==> src/rtl/dmem_arbiter.sv <==
// Data-RAM arbiter: the CPU load/store port has priority over an external req/gnt port.
// A starvation counter steals one beat for the external side by stalling the CPU for a cycle.
module dmem_arbiter #(
  parameter int ADDR_W   = 12,
  parameter int DATA_W   = 32,
  parameter int MAX_WAIT = 4,
  parameter int WAIT_W   = 8
) (
  input  logic              clk,
  input  logic              rst,
  input  logic [ADDR_W-1:0] cpu_addr,
  input  logic [DATA_W-1:0] cpu_wdata,
  input  logic              cpu_we,
  input  logic              cpu_re,
  output logic [DATA_W-1:0] cpu_rdata,
  output logic              cpu_stall,
  input  logic              ext_req,
  input  logic              ext_we,
  input  logic [ADDR_W-1:0] ext_addr,
  input  logic [DATA_W-1:0] ext_wdata,
  output logic              ext_gnt,
  output logic              ext_rvalid,
  output logic [DATA_W-1:0] ext_rdata,
  output logic [ADDR_W-1:0] mem_addr,
  output logic [DATA_W-1:0] mem_data,
  output logic              mem_wren,
  input  logic [DATA_W-1:0] mem_q,
  output logic              dbg_state
);

  typedef enum logic {NORMAL = 1'b0, FORCE = 1'b1} state_t;

  localparam logic [WAIT_W-1:0] WAIT_LAST = WAIT_W'(MAX_WAIT - 1);

  state_t              state_q, state_d;
  logic [WAIT_W-1:0]   wait_cnt_q, wait_cnt_d;
  logic                ext_rvalid_q;
  logic [DATA_W-1:0]   ext_rdata_q;

  logic cpu_acc;
  logic force_beat;
  logic ext_own;
  logic read_beat;

  // Handshake: an ext beat transfers in any cycle where ext_req & ext_gnt; the requester
  // holds addr/we/wdata stable until then, and read data follows one cycle later with ext_rvalid.
  always_comb begin
    cpu_acc    = cpu_we | cpu_re;
    force_beat = (state_q == FORCE) && ext_req;
    ext_own    = force_beat || (!cpu_acc && ext_req);

    ext_gnt    = rst & ext_own;
    cpu_stall  = rst & force_beat;
    mem_addr   = ext_own ? ext_addr  : cpu_addr;
    mem_data   = ext_own ? ext_wdata : cpu_wdata;
    mem_wren   = rst & (ext_own ? ext_we : cpu_we);
    cpu_rdata  = mem_q;
    read_beat  = ext_gnt & ~ext_we;
  end

  // Only a CPU-won NORMAL cycle keeps the count; every other case restarts it from zero.
  always_comb begin
    state_d    = NORMAL;
    wait_cnt_d = '0;
    if (state_q == NORMAL && cpu_acc) begin
      wait_cnt_d = wait_cnt_q;
      if (ext_req) begin
        if (wait_cnt_q == WAIT_LAST) begin
          state_d = FORCE;
        end else begin
          wait_cnt_d = wait_cnt_q + WAIT_W'(1);
        end
      end
    end
  end

  always_ff @(posedge clk or negedge rst) begin
    if (!rst) begin
      state_q      <= NORMAL;
      wait_cnt_q   <= '0;
      ext_rvalid_q <= 1'b0;
      ext_rdata_q  <= '0;
    end else begin
      state_q      <= state_d;
      wait_cnt_q   <= wait_cnt_d;
      ext_rvalid_q <= read_beat;
      if (read_beat) begin
        ext_rdata_q <= mem_q;
      end
    end
  end

  assign ext_rvalid = ext_rvalid_q;
  assign ext_rdata  = ext_rdata_q;
  assign dbg_state  = state_q;

endmodule

==> config.mk <==
export PLATFORM = sky130hd
export DESIGN_NAME = dmem_arbiter
export DESIGN_NICKNAME = d
export VERILOG_FILES = /design/src/rtl/dmem_arbiter.sv
export SDC_FILE = /design/constraint.sdc
export NUM_CORES = 1
export LEC_CHECK = 0
export ABC_AREA = 1
export BUFFER_PORTS_ARGS = -buffer_cell sky130_fd_sc_hd__buf_2
export CORE_AREA = 2 2 92 94
export DETAILED_ROUTE_END_ITERATION = 6
export DIE_AREA = 0 0 94 96
export HOLD_SLACK_MARGIN = 0.08
export PLACE_DENSITY = 0.73
export SLEW_MARGIN = 15
export SYNTH_ARGS = -nofsm -noshare
export SYNTH_HDL_FRONTEND = slang
export SYNTH_SLANG_ARGS = --single-unit
==> constraint.sdc <==
create_clock -name clk -period 2.1 [get_ports clk]
set_clock_uncertainty 0.1 [all_clocks]
set_input_delay 0.42 -clock clk [delete_from_list [all_inputs] [get_ports clk]]
set_output_delay 0.42 -clock clk [all_outputs]
set_load 0.1 [all_outputs]
==> qor.csv, run 1 <==
metric,value,unit
required,1.58,ns
worst_slack,-0.0266,ns
grt_pass1_vias,3230,
rsz0062_at_grt,true,
cts_tree,done,
endpoint_kind,output port,
vias_per_cell,4.52,
status,"finished, violations left",
startpoint,dbg_state$_DFF_PN0_,
critPathKind,reg -> out,
grt_max_degree,34,
antenna_left,0,
overflow,0,
max-vdd-ir-drop,0.903,mV
max_slew_margin,67.0,%
syn_area,2710,sq um
leakagePower,2.88,nW
crit_fanout,8,
hold_viol_final,0,
synth_common_cells,"265 x nand2_1, 42 x dfrtp_1, 36 x buf_4",
clk_latency,0.29,ns
std_cell_rows,33,
cts_buffers,5,
syn2layout_area_growth,88.9,%
max_cap_violations,0,
fin_cells,728,
grt_first_pass_wirelength,15.2,mm
avgSynthCellArea,6.65,sq um
critical_path_arrival,1.61,ns
core-area,8050,sq um
clock-sinks,42,
wl_per_cell,14.2,um
min_path_type,in -> async,
chipHeight,96,um
post-synth-top-count-cell,nand2_1,
dp.cells,711,
yosysTopAreaCell,dfrtp_1,
r2r_setup_slack,0.27,ns
drc_errors,0,
synthArstFlopShare,100,%
p_per_area,1060,nW/um^2
clk_root_buffer_cell,clkbuf_8,
syn_nets,534,
final_nets,749,
drv_slew,0,
io_pins,239,
pwr-share-comb,68.8,%
yosys_register_bits,42,
wl,10.4,mm
r2r_start,dbg_state$_DFF_PN0_,
gp_congestion,0.896,
yosysWarnings,0,
clock_path_buffers,2,
synth_cell_types,20,
synth_top_area_share,38.8,%
initial_core_util,33.6,%
firstDrtPassIters,4,
p_switching,0.00331,W
diodes,0,
period_share,101,%
p_int,0.00211,W
nFillCells,675,
violations,negative setup slack,
swShare,61.1,%
port_buffers,238,
min_period,2.13,ns
pwr-share-seq,21.2,%
post-dp-hpwl,8.15,mm
drt_iter0_markers,93,
synth.yosys.seq_area_share,38.8,%
antenna_found_initial,0,
r2r-end,ext_rdata[17]$_DFFE_PN0P_,
cp-start-kind,register,
synth_edf_count,0,
ys_top_cells_by_area,"dfrtp_1 39%, nand2_1 37%, buf_4 10%",
setup_violations,23,
h-tree-depth,2,
pre_cts_slack,-0.123,ns
die_area,9020,sq um
drive_above_1_share,56.7,%
clkTransAtPathRegs,0.08,ns
maxClockFrequency,0.470,GHz
grt_use_total,21.5,%
die_x,94,um
postLayoutCoreUtil,63.5,%
p_clk_share,10.1,%
ys.flop_type,dfrtp_1,
vias,3290,
postSynthCellCount,407,
worst_slew_pin_slew,0.498,ns
ff2ff_path_depth,9,
worst max-delay path by stage:
stage / slack (ns) / end / cells after the start
floorplan: -0.07 / mem_wren / 5
global placement: -0.09 / mem_data[0] / 9
detailed placement: -0.12 / mem_data[10] / 9
CTS: -0.02 / mem_data[12] / 7
global route: -0.09 / mem_data[6] / 7
finish: -0.03 / mem_data[12] / 7
placed cells by master, fill, tap and decap left out, drive strengths merged:
| master | netlist | routed |
|---|---|---|
| clkinvlp | 0 | 2 |
| ha | 1 | 1 |
| nor2 | 15 | 15 |
| nand3 | 9 | 9 |
| xor2 | 2 | 2 |
| inv | 12 | 13 |
| nor3 | 2 | 2 |
| o21ai | 2 | 2 |
| buf | 50 | 253 |
| dlygate4sd3 | 0 | 2 |
| clkbuf | 0 | 8 |
| nand2 | 266 | 266 |
| dfrtp | 42 | 42 |
| nand4 | 4 | 4 |
| xnor2 | 1 | 1 |
| clkinv | 1 | 1 |
critical path: stages, from the launching register on:
cell       delay, ns
dfrtp_4         0.43
nor2_4          0.04
nor2_4          0.15
buf_12          0.19
clkbuf_16       0.18
nand2_2         0.07
nand2_4         0.07
buf_12          0.16
flip-flops by register name, indices dropped and copies added, names as in the netlist:
register    count
dbg_state       1
wait_cnt_q      8
ext_rvalid      1
ext_rdata      32
layout make-up:
class | count | area [sq um] | share of cell area, %
multi-input cells | 302 | 1640 | 32.0
repair buffers | 257 | 2100 | 41.1
repair inverters | 1 | 20.0 | 0.391
flip-flops and latches | 42 | 1050 | 20.6
clock inverters | 2 | 12.5 | 0.245
inverters | 13 | 71.3 | 1.39
clock buffers | 6 | 82.6 | 1.61
well taps | 105 | 131 | 2.57
kinds of logic (layout without fill, tap and decap cells):
| logic type | after synthesis | count (layout) | synth area share, % |
|---|---|---|---|
| AND/OR/NAND/NOR | 296 | 296 | 43.0 |
| buffers and inverters | 63 | 279 | 16.4 |
| adder cells (fa/ha/maj) | 1 | 1 | 0.462 |
| XOR/XNOR | 3 | 3 | 0.971 |
| flip-flops | 42 | 42 | 38.8 |
| AO/OA/AOI/OAI | 2 | 2 | 0.370 |
per-layer routing:
| layer | up-vias | GRT usage [%] | share of wire [%] |
|---|---|---|---|
| li1 | 1617 | - | - |
| met1 | 1478 | 23.3 | 36 |
| met2 | 173 | 40.9 | 52 |
| met3 | 22 | 4.86 | 8.7 |
| met4 | 0 | 7.97 | 3.0 |
| met5 | - | 0 | 0 |
power groups by stage:
stage	Clock, W	Combinational [W]	Sequential [W]
6_report	0.000545	0.00372	0.00115
5_1_grt	0.000600	0.00385	0.00118
4_1_cts	0.000561	0.00371	0.00114
3_5_place_dp	0	0.00367	0.00115
3_3_place_gp	0	0.00362	0.00115
2_1_floorplan	0	0.00147	0.00247
per-stage QoR:
step	power [W]	hold WS (ns)	cell area, sq um	TNS [ns]
after floorplan	0.00394	0.0244	3040	-0.0714
after global placement	0.00477	0.187	4790	-2.44
after detailed placement	0.00482	0.184	4790	-4.06
after CTS	0.00541	0.177	5010	-0.362
after global routing	0.00563	0.209	5110	-3.16
final	0.00541	0.162	5110	-0.272
what timing repair did:
action	CTS	global route
cloned	1	2
endpoints found under the setup margin	44	45
setup buffers	3	1
hold buffers	2	0
endpoints found under the hold margin	4	0
pin swaps	0	3
resized for setup	29	15
(Power assumes the default switching activity.)
==> inputs of run 2 (changes only) <==
--- a/config.mk
+++ b/config.mk
@@ -7,11 +7,12 @@
 export LEC_CHECK = 0
 export ABC_AREA = 1
 export BUFFER_PORTS_ARGS = -buffer_cell sky130_fd_sc_hd__buf_2
-export CORE_AREA = 2 2 92 94
+export CELL_PAD_IN_SITES_DETAIL_PLACEMENT = 1
+export CELL_PAD_IN_SITES_GLOBAL_PLACEMENT = 1
+export CORE_UTILIZATION = 24
 export DETAILED_ROUTE_END_ITERATION = 6
-export DIE_AREA = 0 0 94 96
 export HOLD_SLACK_MARGIN = 0.08
-export PLACE_DENSITY = 0.73
+export PLACE_DENSITY_LB_ADDON = 0.1
 export SLEW_MARGIN = 15
 export SYNTH_ARGS = -nofsm -noshare
 export SYNTH_HDL_FRONTEND = slang
==> constraint.sdc (replaced) <==
create_clock -name clk -period 2.4 [get_ports clk]
set_clock_uncertainty 0.1 [all_clocks]
set_input_delay 0.48 -clock clk [delete_from_list [all_inputs] [get_ports clk]]
set_output_delay 0.48 -clock clk [all_outputs]
set_load 0.1 [all_outputs]
==> qor.csv, run 2 (synthesis results as in run 1) <==
metric,value,unit,change
wl,11.3,mm,was 10.4 mm
dr_wl_met3,1.02,mm,was 896 um
post-dp-hpwl,9.47,mm,was 8.15 mm
final_cell_mix,"221 x nand2_1, 190 x buf_2, 49 x buf_12, 45 x nand2_2, 41 x dfrtp_1",,"was 191 x buf_2, 188 x nand2_1, 49 x buf_12, 43 x nand2_4, 41 x dfrtp_1"
cpMaxStageDelayCell,dlygate4sd3_1,,was dfrtp_4
die_x,108,um,was 94 um
initial_core_util,24.8,%,was 33.6%
grt_max_degree,45,,was 34
wl_met2,5.64,mm,was 5.40 mm
r2r_setup_slack,0.70,ns,was 0.27 ns
firstDrtPassIters,4,,unchanged
path_cells,dlygate4sd3_1 > clkbuf_4 > nand2_1 > o21ai_4 > buf_12,,was nor2_4 > nor2_4 > buf_12 > clkbuf_16 > nand2_2 > nand2_4 > buf_12
h-tree-depth,2,,unchanged
antenna_found_initial,1,,was 0
endpoint,mem_wren,,was mem_data[12]
chipHeight,108,um,was 96 um
finalSetupTns,0,ns,was -0.272 ns
grt_pass1_vias,3245,,was 3230
clkTransAtPathRegs,0.06,ns,was 0.08 ns
port_buffers,238,,unchanged
overflow,0,,unchanged
r2r_start,dbg_state$_DFF_PN0_,,unchanged
critPathKind,in -> out,,was reg -> out
mostFrequentLayoutCell,nand2_1,,was buf_2
grt_first_pass_wirelength,16.9,mm,was 15.2 mm
antenna_left,0,,unchanged
cts_buffers,5,,unchanged
r2r-end,ext_rdata[29]$_DFFE_PN0P_,,was ext_rdata[17]$_DFFE_PN0P_
status,finished clean,,"was finished, violations left"
maxClockFrequency,0.438,GHz,
setup_violations,0,,was 23
top_layer,met4,,unchanged
min_period,2.28,ns,
clk_latency,0.28,ns,was 0.29 ns
ff_latch_area,1050,sq um,about the same
crit_fanout,9,,was 8
std_cell_rows,38,,was 33
final_nets,739,,was 749
cts_tree,done,,unchanged
worst_slew_pin_slew,0.519,ns,was 0.498 ns
endpoint_kind,output port,,unchanged
dpl_cell_area,4610,sq um,was 4790 sq um
drv_slew,0,,unchanged
critical_path_arrival,1.70,ns,was 1.61 ns
rsz0062_at_grt,false,,was true
core-area,10900,sq um,was 8050 sq um
final_area,4790,sq um,was 5110 sq um
wl_per_cell,15.0,um,was 14.2 um
hold_viol_final,0,,unchanged
drc_errors,0,,unchanged
p_per_area,1030,nW/um^2,was 1060 nW/um^2
io_pins,239,,unchanged
period_share,95.2,%,
largest_reg_flops,32,,unchanged
max_cap_violations,0,,unchanged
ff2ff_path_depth,7,,was 9
nFillCells,1405,,was 675
clk_root_buffer_cell,clkbuf_16,,was clkbuf_8
hold_start,mem_q[14],,
multi_input_area,1340,sq um,was 1640 sq um
clock-sinks,42,,unchanged
syn2layout_area_growth,77.0,%,was 88.9%
max_slew_margin,65.6,%,was 67.0%
clock_path_buffers,2,,unchanged
die_area,11700,sq um,was 9020 sq um
startpoint,rst,,was dbg_state$_DFF_PN0_
vias_per_cell,4.28,,was 4.52
required,1.82,ns,was 1.58 ns
wl_met1,4.42,mm,was 3.74 mm
critPathMaxStageDelay,0.52,ns,was 0.43 ns
vias,3229,,was 3290
cp-start-kind,primary input,,was register
leakagePower,2.76,nW,was 2.88 nW
max-vdd-ir-drop,0.617,mV,was 0.903 mV
grt_use_total,18.7,%,was 21.5%
gp_congestion,0.736,,was 0.896
min_path_type,in -> reg,,was in -> async
drt_iter0_markers,102,,was 93
drive_above_1_share,50.2,%,was 56.7%
==> run 2: changes by cell type in the layout (fill, tap and decap cells not counted), sizes merged <==
cell and delta:
buf -7, bufinv +1, clkbuf -1, clkinvlp -1
diode +1, dlygate4sd3 -1, inv -1
==> run 2: area by class of cell <==
cell class              count  share of cell area, %
diodes                      1                 0.0522
clock buffers               6                   2.69
clock inverters             2                  0.783
inverters                  13                   1.20
multi-input cells         302                   27.9
flip-flops and latches     42                   22.0
well taps                 140                   3.65
repair buffers            248                   41.8
==> run 2: worst min path at each step <==
stage          slack [ns]                         to  cells past startpoint
2_1_floorplan        0.08        dbg_state$_DFF_PN0_                      0
3_3_place_gp         0.25  wait_cnt_q[0]$_DFFE_PN0P_                      1
5_1_grt              0.32  ext_rdata[20]$_DFFE_PN0P_                      3
3_5_place_dp         0.25  wait_cnt_q[0]$_DFFE_PN0P_                      1
4_1_cts              0.30  ext_rdata[14]$_DFFE_PN0P_                      3
6_report             0.30  ext_rdata[14]$_DFFE_PN0P_                      3
==> run 2: per-stage QoR <==
stage / setup slack [ns] / hold slack, ns / power [W] / utilization (%) / instances
5_1_grt: 0.0364 / 0.316 / 0.00511 / 43.8 / 753
3_5_place_dp: 0.0793 / 0.249 / 0.00419 / 42.1 / 744
2_1_floorplan: 0.0157 / 0.0844 / 0.00339 / - / 407
3_3_place_gp: 0.108 / 0.250 / 0.00415 / 42.1 / 744
4_1_cts: 0.0418 / 0.297 / 0.00497 / 43.8 / 753
6_report: 0.116 / 0.304 / 0.00492 / 43.8 / 754
==> run 2: worst max-delay path, delay by kind of cell <==
| family | cells | cell delay [ns] |
|---|---|---|
| AO/OA/AOI/OAI | 1 | 0.17 |
| AND/OR/NAND/NOR | 1 | 0.13 |
| buffers and inverters | 3 | 0.92 |
==> run 2: routing by layer <==
metal | up-vias | global-route usage, %
met2 | 149 | 33.7
li1 | 1599 | -
met5 | - | 0
met4 | 0 | 5.38
met1 | 1470 | 21.9
met3 | 11 | 4.64
==> run 2: what timing repair did <==
| item | CTS | global route |
|---|---|---|
| resized for setup | 1 | 2 |
| hold buffers | 1 | 0 |
| pin swaps | 0 | 0 |
| endpoints found under the setup margin | 43 | 7 |
| setup buffers | 0 | 0 |
| endpoints found under the hold margin | 4 | 0 |
==> run 2: power breakdown <==
group          internal, W  switching, W  total (W)
Combinational     0.000674       0.00248    0.00316
Sequential        0.000887      0.000114    0.00100
Clock             0.000491      0.000268   0.000759
==> inputs of run 3 (changes only) <==
--- a/config.mk
+++ b/config.mk
@@ -9,7 +9,7 @@
 export BUFFER_PORTS_ARGS = -buffer_cell sky130_fd_sc_hd__buf_2
 export CELL_PAD_IN_SITES_DETAIL_PLACEMENT = 1
 export CELL_PAD_IN_SITES_GLOBAL_PLACEMENT = 1
-export CORE_UTILIZATION = 24
+export CORE_UTILIZATION = 21
 export DETAILED_ROUTE_END_ITERATION = 6
 export HOLD_SLACK_MARGIN = 0.08
 export PLACE_DENSITY_LB_ADDON = 0.1
==> constraint.sdc (replaced) <==
create_clock -name clk -period 2 [get_ports clk]
set_clock_uncertainty 0.1 [all_clocks]
set_input_delay 0.4 -clock clk [delete_from_list [all_inputs] [get_ports clk]]
set_output_delay 0.4 -clock clk [all_outputs]
set_load 0.1 [all_outputs]
==> qor.csv, run 3 (synthesis results as in run 1) <==
metric,value,unit,change
status,"finished, violations left",,was finished clean
violations,negative setup slack,,
diodes,0,,was 1
crit_fanout,22,,was 9
mostFrequentLayoutCell,buf_2,,was nand2_1
port_buffers,238,,unchanged
max-vdd-ir-drop,0.673,mV,was 0.617 mV
wl,11.5,mm,was 11.3 mm
period_share,108,%,
finalSetupTns,-5.97,ns,was 0 ns
final_area,5660,sq um,was 4790 sq um
drive_above_1_share,59.2,%,was 50.2%
grt_pass1_vias,3361,,was 3245
r2r_setup_slack,0.26,ns,was 0.70 ns
firstDrtPassIters,4,,unchanged
wl_per_cell,14.5,um,was 15.0 um
maxClockFrequency,0.463,GHz,
clk_root_buffer_cell,clkbuf_16,,unchanged
core-area,12600,sq um,was 10900 sq um
cp-start-kind,register,,was primary input
std_cell_rows,41,,was 38
dpl_cell_area,5390,sq um,was 4610 sq um
critPathKind,reg -> out,,was in -> out
required,1.50,ns,was 1.82 ns
clock_path_buffers,2,,unchanged
antenna_left,0,,unchanged
grt_first_pass_wirelength,17.4,mm,was 16.9 mm
chipHeight,116,um,was 108 um
drt_iter0_markers,97,,was 102
die_area,13400,sq um,was 11700 sq um
drc_errors,0,,unchanged
largest_reg_flops,32,,unchanged
initial_core_util,21.5,%,was 24.8%
cts_buffers,5,,unchanged
clkTransAtPathRegs,0.06,ns,about the same
min_period,2.16,ns,
worst_slack,-0.158,ns,was 0.116 ns
worst_slew_pin_slew,0.528,ns,was 0.519 ns
hold_viol_final,0,,unchanged
h-tree-depth,2,,unchanged
max_cap_violations,0,,unchanged
endpoint_kind,output port,,unchanged
rsz0062_at_grt,true,,was false
grt_max_degree,45,,unchanged
post-dp-hpwl,9.34,mm,was 9.47 mm
leakagePower,2.92,nW,was 2.76 nW
min_path_type,in -> reg,,unchanged
cts_tree,done,,unchanged
final_cell_mix,"191 x buf_2, 173 x nand2_1, 50 x buf_12, 47 x nand2_2",,"was 221 x nand2_1, 190 x buf_2, 49 x buf_12, 45 x nand2_2, 41 x dfrtp_1"
vias,3295,,was 3229
grt_use_total,17.0,%,was 18.7%
antenna_found_initial,0,,was 1
postLayoutCoreUtil,44.9,%,was 43.8%
drv_slew,0,,unchanged
max_slew_margin,65.1,%,was 65.6%
die_x,116,um,was 108 um
syn2layout_area_growth,109,%,was 77.0%
io_pins,239,,unchanged
p_per_area,1100,nW/um^2,was 1030 nW/um^2
clock-sinks,42,,unchanged
overflow,0,,unchanged
clk_latency,0.29,ns,was 0.28 ns
finalPower,0.00623,W,was 0.00492 W
final_nets,749,,was 739
critical_path_arrival,1.66,ns,was 1.70 ns
vias_per_cell,4.15,,was 4.28
gp_congestion,0.751,,was 0.736
setup_violations,45,,was 0
==> run 3: final timing paths <==
kind,start,cells past startpoint,end
worst min-delay path,mem_q[21],3,ext_rdata[21]$_DFFE_PN0P_
worst max register to register,dbg_state$_DFF_PN0_,10,ext_rdata[29]$_DFFE_PN0P_
worst max-delay path,dbg_state$_DFF_PN0_,6,mem_data[18]
worst min register to register,ext_rdata[4]$_DFFE_PN0P_,2,ext_rdata[4]$_DFFE_PN0P_
max in group asynchronous,rst,2,dbg_state$_DFF_PN0_
min in group asynchronous,rst,2,wait_cnt_q[0]$_DFFE_PN0P_
==> run 3: power breakdown <==
part	internal [W]	switching (W)	total, W
combinational	0.000955	0.00312	0.00407
sequential	0.00107	0.000138	0.00120
clock	0.000616	0.000335	0.000951
==> run 3: final cells by class <==
class / count / area, sq um
Clock buffer: 6 / 139
Clock inverter: 1 / 30.0
Fill cell: 1516 / 6960
Inverter: 13 / 56.3
Multi-Input combinational cell: 302 / 2050
Sequential cell: 42 / 1050
Tap cell: 172 / 215
Timing Repair Buffer: 258 / 2110
==> run 3: layer usage <==
metal	part of all wire [%]	global-route usage [%]	up-vias	routed length, um
met5	0	0	-	0
met4	0.95	4.42	0	109
met3	9.2	4.55	6	1060
met2	52	31.6	152	6020
met1	37	19.0	1519	4320
li1	-	-	1618	-
==> run 3: worst max-delay path, cell delays in order (launching register included) <==
cell	delay, ns
dfrtp_4	0.43
nor2_4	0.05
nor2_4	0.23
clkbuf_16	0.25
nand2_1	0.15
nand2_8	0.09
buf_12	0.16
==> run 3: repair_timing <==
| action | in CTS | in global routing |
|---|---|---|
| setup buffers | 4 | 1 |
| resized for setup | 2 | 10 |
| gates cloned | 0 | 1 |
| endpoints found under the hold margin | 2 | 0 |
| hold buffers | 1 | 0 |
| setup endpoints to repair | 46 | 46 |
| pin swaps | 1 | 1 |
==> run 3: per-stage QoR <==
step | hold WS (ns) | std cells | worst slack [ns]
final | 0.217 | 794 | -0.158
after global routing | 0.225 | 794 | -0.228
after CTS | 0.212 | 793 | -0.149
after detailed placement | 0.168 | 781 | -0.113
after global placement | 0.162 | 781 | -0.102
after floorplan | 0.00441 | 407 | -0.128
